### src/rtl/if_pkg.sv
// Shared constants and the fetch packet type for the instruction-fetch stage.
package if_pkg;

  localparam int PC_WIDTH   = 16;
  localparam int INST_WIDTH = 16;

  localparam logic [INST_WIDTH-1:0] NOP_INST         = 16'h0000;
  localparam logic [PC_WIDTH-1:0]   DEFAULT_RESET_PC = 16'h0000;

  // One fetched instruction together with the address it came from.
  typedef struct packed {
    logic [PC_WIDTH-1:0]   pc;
    logic [INST_WIDTH-1:0] inst;
  } fetch_pkt_t;

endpackage

### src/rtl/if_fetch_stage_if.sv
// Instruction-memory read port: the fetch stage is the master, the memory the slave.
interface if_fetch_stage_if;
  import if_pkg::*;

  logic                  imem_en;
  logic [PC_WIDTH-1:0]   imem_addr;
  logic [INST_WIDTH-1:0] imem_rdata;

  modport master (output imem_en, output imem_addr, input imem_rdata);
  modport slave  (input imem_en, input imem_addr, output imem_rdata);

endinterface

### src/rtl/fetch_skid_buf.sv
// One-entry skid buffer that catches the memory response arriving while decode stalls.
module fetch_skid_buf
  import if_pkg::*;
(
  input  logic                  clk,
  input  logic                  rst,
  input  logic                  load,
  input  logic                  drain,
  input  logic                  clear,
  input  fetch_pkt_t            load_pkt,
  output logic                  valid,
  output logic [PC_WIDTH-1:0]   pc,
  output logic [INST_WIDTH-1:0] inst
);

  fetch_pkt_t pkt;

  // Clear beats load beats drain; the payload is only replaced on load.
  always_ff @(posedge clk or negedge rst) begin
    if (!rst) begin
      valid <= 1'b0;
      pkt   <= '{pc: '0, inst: NOP_INST};
    end else if (clear) begin
      valid <= 1'b0;
    end else if (load) begin
      valid <= 1'b1;
      pkt   <= load_pkt;
    end else if (drain) begin
      valid <= 1'b0;
    end
  end

  assign pc   = pkt.pc;
  assign inst = pkt.inst;

endmodule

### src/rtl/if_fetch_stage.sv
// Instruction-fetch stage: owns the PC, reads a 1-cycle synchronous memory and
// fills the IF/ID register, absorbing decode stalls in a one-entry skid buffer.
module if_fetch_stage
  import if_pkg::*;
#(
  parameter logic [PC_WIDTH-1:0] RESET_PC = DEFAULT_RESET_PC
) (
  input  logic                  clk,
  input  logic                  rst,
  input  logic                  stall,
  input  logic                  redirect_valid,
  input  logic [PC_WIDTH-1:0]   redirect_pc,
  if_fetch_stage_if.master      imem,
  output logic [PC_WIDTH-1:0]   PCOUT,
  output logic [INST_WIDTH-1:0] INST,
  output logic                  inst_valid
);

  logic [PC_WIDTH-1:0] fetch_pc;
  logic                fetch_en;
  logic                inflight;
  logic [PC_WIDTH-1:0] inflight_pc;
  fetch_pkt_t          resp_pkt;
  fetch_pkt_t          ifid;
  logic                skid_valid;
  logic [PC_WIDTH-1:0] skid_pc;
  logic [INST_WIDTH-1:0] skid_inst;
  logic                skid_load;
  logic                skid_drain;

  // No new fetch while decode stalls: the single in-flight response always fits the skid.
  assign fetch_en       = rst & ~stall & ~redirect_valid;
  assign imem.imem_en   = fetch_en;
  assign imem.imem_addr = fetch_pc;

  assign resp_pkt   = '{pc: inflight_pc, inst: imem.imem_rdata};
  assign skid_load  = ~redirect_valid & stall & inflight;
  assign skid_drain = ~redirect_valid & ~stall & skid_valid;

  // Program counter: redirect target wins, otherwise advance (wrapping) on each issue.
  always_ff @(posedge clk or negedge rst) begin
    if (!rst) begin
      fetch_pc <= RESET_PC;
    end else if (redirect_valid) begin
      fetch_pc <= redirect_pc;
    end else if (fetch_en) begin
      fetch_pc <= fetch_pc + PC_WIDTH'(1);
    end
  end

  // Remember which address the memory is answering next cycle.
  always_ff @(posedge clk or negedge rst) begin
    if (!rst) begin
      inflight    <= 1'b0;
      inflight_pc <= '0;
    end else begin
      inflight    <= fetch_en;
      inflight_pc <= fetch_pc;
    end
  end

  fetch_skid_buf u_skid (
    .clk      (clk),
    .rst      (rst),
    .load     (skid_load),
    .drain    (skid_drain),
    .clear    (redirect_valid),
    .load_pkt (resp_pkt),
    .valid    (skid_valid),
    .pc       (skid_pc),
    .inst     (skid_inst)
  );

  // IF/ID register: redirect flush, stall hold, skid first, then live response, else bubble.
  always_ff @(posedge clk or negedge rst) begin
    if (!rst) begin
      ifid       <= '{pc: '0, inst: NOP_INST};
      inst_valid <= 1'b0;
    end else if (redirect_valid) begin
      inst_valid <= 1'b0;
    end else if (stall) begin
      inst_valid <= inst_valid;
    end else if (skid_valid) begin
      ifid       <= '{pc: skid_pc, inst: skid_inst};
      inst_valid <= 1'b1;
    end else if (inflight) begin
      ifid       <= resp_pkt;
      inst_valid <= 1'b1;
    end else begin
      inst_valid <= 1'b0;
    end
  end

  assign PCOUT = ifid.pc;
  assign INST  = ifid.inst;

endmodule

### src/flat_wrapper.sv
// flat-port wrapper written by rule: the top's interface ports become plain ports
module if_fetch_stage_flat import if_pkg::*;
#(
  parameter logic [PC_WIDTH-1:0] RESET_PC = DEFAULT_RESET_PC
)
  (clk, rst, stall, redirect_valid, redirect_pc, PCOUT, INST, inst_valid, imem_imem_en, imem_imem_addr, imem_imem_rdata);
  if_fetch_stage_if imem_i ();
  input  logic clk;
  input  logic rst;
  input  logic stall;
  input  logic redirect_valid;
  input  logic [PC_WIDTH-1:0] redirect_pc;
  output logic [PC_WIDTH-1:0] PCOUT;
  output logic [INST_WIDTH-1:0] INST;
  output logic inst_valid;
  output wire logic [$bits(imem_i.imem_en)-1:0] imem_imem_en;
  output wire logic [$bits(imem_i.imem_addr)-1:0] imem_imem_addr;
  input wire logic [$bits(imem_i.imem_rdata)-1:0] imem_imem_rdata;
  assign imem_imem_en = imem_i.imem_en;
  assign imem_imem_addr = imem_i.imem_addr;
  assign imem_i.imem_rdata = imem_imem_rdata;
  if_fetch_stage #(.RESET_PC(RESET_PC)) u_core (.clk(clk), .rst(rst), .stall(stall), .redirect_valid(redirect_valid), .redirect_pc(redirect_pc), .imem(imem_i), .PCOUT(PCOUT), .INST(INST), .inst_valid(inst_valid));
endmodule
### config.mk
export PLATFORM = sky130hd
export DESIGN_NAME = if_fetch_stage_flat
export DESIGN_NICKNAME = d
export VERILOG_FILES = /design/src/rtl/if_pkg.sv /design/src/rtl/if_fetch_stage_if.sv /design/src/rtl/fetch_skid_buf.sv /design/src/rtl/if_fetch_stage.sv /design/src/flat_wrapper.sv
export SDC_FILE = /design/constraint.sdc
export NUM_CORES = 1
export LEC_CHECK = 0
export ABC_CLOCK_PERIOD_IN_PS = 1900
export BUFFER_PORTS_ARGS = -buffer_cell sky130_fd_sc_hd__buf_2
export CORE_UTILIZATION = 44
export DETAILED_ROUTE_END_ITERATION = 6
export PLACE_DENSITY_LB_ADDON = 0.2
export SYNTH_ARGS = -nofsm -noshare
export SYNTH_HDL_FRONTEND = slang
export SYNTH_HIERARCHICAL = 1
export SYNTH_SLANG_ARGS = --single-unit
### constraint.sdc
create_clock -name clk -period 1.9 [get_ports clk]
set_input_delay 0.19 -clock clk [delete_from_list [all_inputs] [get_ports clk]]
set_output_delay 0.19 -clock clk [all_outputs]
set_load 0.1 [all_outputs]
==> Flow_metrics.wiki <==
{| class="wikitable"
! Metric !! Value
|-
| Family of cells with the greatest summed delay on the critical path || simple AND/OR/NAND/NOR gates
|-
| Number of max-slew violations in the final report || 0
|-
| Delay of the slowest cell on the worst path || 0.46 ns
|-
| Drt first pass iters || 4
|-
| Fin Clk Skew || 0.00865 ns
|-
| Final antenna diode count || 0
|-
| Minimum clock period after layout || 1.67 ns
|-
| Most frequently used flop master after synthesis || sky130_fd_sc_hd__dfrtp_1
|-
| CP Data Required Time || ~2.2 ns
|-
| Portion of netlist area occupied by mux cells || 18.9%
|-
| Number of enable flip-flop cells after synthesis || 0
|-
| Instance area after placement || between 4000 and 5000 µm²
|-
| Detailed placement HPWL || about 5.6 mm
|-
| Floorplan die width || 100 µm
|-
| Max-capacitance violation count || 0
|-
| Area inside the core boundary || 9280 µm²
|-
| Maximum net fanout on the critical path || 6
|-
| Count of pins on the block boundary || 86
|-
| Xor-xnor portion of the synthesized cell area || roughly 2.5%
|-
| Flip-flop and latch count after synthesis || 99
|-
| Total CTS buffers || 9
|-
| CP max stage cell || sky130_fd_sc_hd__or4b_1
|-
| Portion of the post-synthesis area used by sequential elements || 58.3%
|-
| Final cell utilization of the core || a little over half
|-
| Largest net degree at the start of global routing || just under 50
|-
| Compound-Gate Fraction of Synth Area || 6.42%
|-
| Setup-violating endpoint count in the final report || 0
|-
| Number of design-rule violations left by the first detailed-router iteration || 121
|-
| Die boundary height || 100 µm
|-
| Final hold vios || 0
|-
| Leading cell types in the layout, fill and taps excluded || sky130_fd_sc_hd__dfrtp_1 (84), sky130_fd_sc_hd__buf_2 (83), sky130_fd_sc_hd__nor2_1 (36)
|-
| Proportion of synthesized flip-flops having asynchronous set or reset || 100%
|-
| Number of warnings reported in the yosys synthesis log || 6
|-
| Post-synthesis instance area || 4250 µm²
|-
| Most common library cell in the layout ignoring fill and taps || sky130_fd_sc_hd__dfrtp_1
|-
| Arr. time, crit path || about 2.0 ns
|-
| Unique cell type count in the Yosys netlist || 38
|-
| Crit path cell chain || ha_1 > nand4b_1 > nor2_1 > or4b_1 > nand3_1
|-
| Pwr dens || 1290 nW/µm²
|-
| CTS root buffer || sky130_fd_sc_hd__clkbuf_8
|-
| Total congestion overflow after global routing || 0
|-
| Effective utilization at floorplan || 45.8%
|-
| Post-Synth Adder-Cell Area || 0.294%
|-
| Filler Cell Count || 842
|-
| Synth top area share || 58.3%
|-
| Max Clk Rate || 599 MHz
|-
| Tightest Hold Check Type || in -> reg
|-
| Global-route usage over all layers || 17.7%
|-
| TritonCTS clock tree || built
|-
| Average wire per standard cell || between 10 and 15 µm
|-
| Net total in the final layout || 462
|-
| Post-Synthesis Net Count || 374
|-
| Portion of the clock cycle consumed by the worst path in the final layout || 87.9%
|-
| ANT nets after route || 0
|-
| First-pass GRT wire length || 13.8 mm
|-
| Register clock-pin slew on the reported worst setup and hold paths || approximately 0.09 ns
|-
| Worst vdd ir || 0.489 mV
|-
| Maximum buffer depth of the clock tree || 2
|-
| Clock sink total || 99
|-
| Global placer's final weighted congestion || 0.780
|-
| Count of H-tree levels built during CTS || 3
|-
| Overall routed net length || 8.30 mm
|-
| Vias in the first global route || 2818
|-
| Average size of a mapped cell || between 10 and 15 µm²
|-
| Setup repair after global routing missed its margin || no
|-
| Dominant cells by area after synthesis || sky130_fd_sc_hd__dfrtp_1 (58%), sky130_fd_sc_hd__mux2_4 (11%), sky130_fd_sc_hd__mux2i_1 (7.8%)
|-
| Number of instances in the synthesized netlist || 337
|-
| Non-filler cells, final || 559
|-
| Vias post-DR || 2787
|-
| Die area || 10100 µm²
|-
| Startpoint kind of the worst setup timing path || register
|-
| Number of placement rows || 35
|-
| Combinational family with the most area after synthesis || multiplexers
|-
| Buf/Inv on CP || 0
|-
| Share of layout cells above drive strength 1 || 37.2%
|-
| Worst slew margin relative to its limit || 59.7%
|-
| Fraction of the mapped netlist area in simple logic gates || 10.2%
|-
| Design Power || ~6500 µW
|-
| Drc violations || 0
|-
| Area growth from synthesis to layout || 19.1%
|-
| Minimum setup slack among reg-to-reg paths || 0.23 ns
|-
| Run status || finished clean
|-
| Layout Cell Area excl Fill || 5060 µm²
|-
| Cells resized by post-CTS repair || 0
|-
| Cell Count Post-Placement || 541
|-
| Slew at the pin closest to its max-slew limit || 0.604 ns
|-
| Via density per instance || 4.99
|-
| Critical path class || reg -> reg
|-
| Leakage || around 0.0022 µW
|-
| Clock Latency Late Sink || 0.35 ns
|-
| Crit path capture type || register
|-
| Antenna violations before repair || 0
|-
| Area leader, netlist || sky130_fd_sc_hd__dfrtp_1
|-
| Number of port buffers || 85
|}
[cells in the mapped netlist (2+ instances only)]
| master | number |
|---|---|
| sky130_fd_sc_hd__inv_1 | 3 |
| sky130_fd_sc_hd__nand3_1 | 5 |
| sky130_fd_sc_hd__o21ai_0 | 14 |
| sky130_fd_sc_hd__and3_1 | 2 |
| sky130_fd_sc_hd__mux2i_1 | 33 |
| sky130_fd_sc_hd__nand4_1 | 5 |
| sky130_fd_sc_hd__a21oi_1 | 33 |
| sky130_fd_sc_hd__buf_2 | 7 |
| sky130_fd_sc_hd__a31oi_1 | 2 |
| sky130_fd_sc_hd__clkbuf_1 | 5 |
| sky130_fd_sc_hd__mux2_4 | 30 |
| sky130_fd_sc_hd__nand2_1 | 19 |
| sky130_fd_sc_hd__buf_1 | 3 |
| sky130_fd_sc_hd__or3_1 | 2 |
| sky130_fd_sc_hd__mux2_2 | 2 |
| sky130_fd_sc_hd__xnor2_1 | 6 |
| sky130_fd_sc_hd__dfrtp_1 | 99 |
| sky130_fd_sc_hd__buf_12 | 3 |
| sky130_fd_sc_hd__nor2_1 | 36 |
| sky130_fd_sc_hd__nor3_1 | 3 |
| sky130_fd_sc_hd__nor4_1 | 2 |
| sky130_fd_sc_hd__xor2_1 | 6 |
| sky130_fd_sc_hd__nand4b_1 | 2 |
[power breakdown]
group / switching (µW) / leakage (µW) / internal (µW)
sequential: 241 / 0.00118 / 2490
clock: 703 / 0.0000937 / 617
combinational: 1960 / 0.000938 / 502
[per-stage QoR]
stage | hold slack, ns | setup slack (ns) | setup TNS (ns)
floorplan | -0.106 | -0.0196 | -0.0196
global placement | 0.0155 | 0.310 | 0
detailed placement | 0.0155 | 0.259 | 0
CTS | 0.0204 | 0.236 | 0
global route | 0.0453 | 0.0937 | 0
finish | 0.0424 | 0.229 | 0
[worst paths after layout]
path | start | end | cells after the start
worst max-delay path | u_core/imem.imem_addr[0] | u_core/imem.imem_addr[14] | 5
worst min-delay path | redirect_pc[3] | u_core/imem.imem_addr[3] | 3
worst max register to register | u_core/imem.imem_addr[0] | u_core/imem.imem_addr[14] | 5
worst min register to register | u_core/imem.imem_addr[13] | u_core/inflight_pc[13] | 0
max in group asynchronous | rst | u_core/u_skid/valid | 4
min in group asynchronous | rst | u_core/imem.imem_addr[0] | 2
[layout make-up]
type	count	area [µm²]	area share (%)
clock inverters	5	63.8	1.26
well taps	129	161	3.19
inverters	3	11.3	0.222
repair buffers	96	568	11.2
clock buffers	11	131	2.59
flip-flops and latches	99	2500	49.3
multi-input cells	216	1630	32.2
[sequential cells by signal, indices dropped and copies added, names as in the netlist]
signal and count:
u_core/INST 16, u_core/PCOUT 16, u_core/imem.imem_addr 16, u_core/inflight_pc 16, u_core/u_skid/inst 16, u_core/u_skid/pc 16, u_core/inflight 1, u_core/inst_valid 1
u_core/u_skid/valid 1
[worst min-delay path: cells and delay by family]
kind	cells	cell delay, ns
AOI/OAI and AO/OA	1	0.05
and+or+nand+nor	1	0.04
buffers and inverters	1	0.07
[cells by family (layout without fill, tap and decap cells)]
logic type,after synthesis,count (layout)
mux,65,65
fa+ha+maj,1,1
simple gates,86,86
flops,99,99
compound gates,52,52
xor+xnor,12,12
buf+inv,22,115
[timing repair]
item | in CTS | in global routing
hold buffers | 2 | 0
hold endpoints to repair | 5 | 0
buffers inserted | 0 | 0
[routing by layer]
| metal | part of all wire (%) | GRT usage (%) | vias to the layer above |
|---|---|---|---|
| met5 | 0 | 0 | - |
| met4 | 1.1 | 7.02 | 0 |
| met3 | 3.7 | 3.06 | 6 |
| met2 | 46 | 27.2 | 67 |
| met1 | 49 | 25.0 | 1356 |
| li1 | - | - | 1358 |
(Power assumes the default switching activity.)
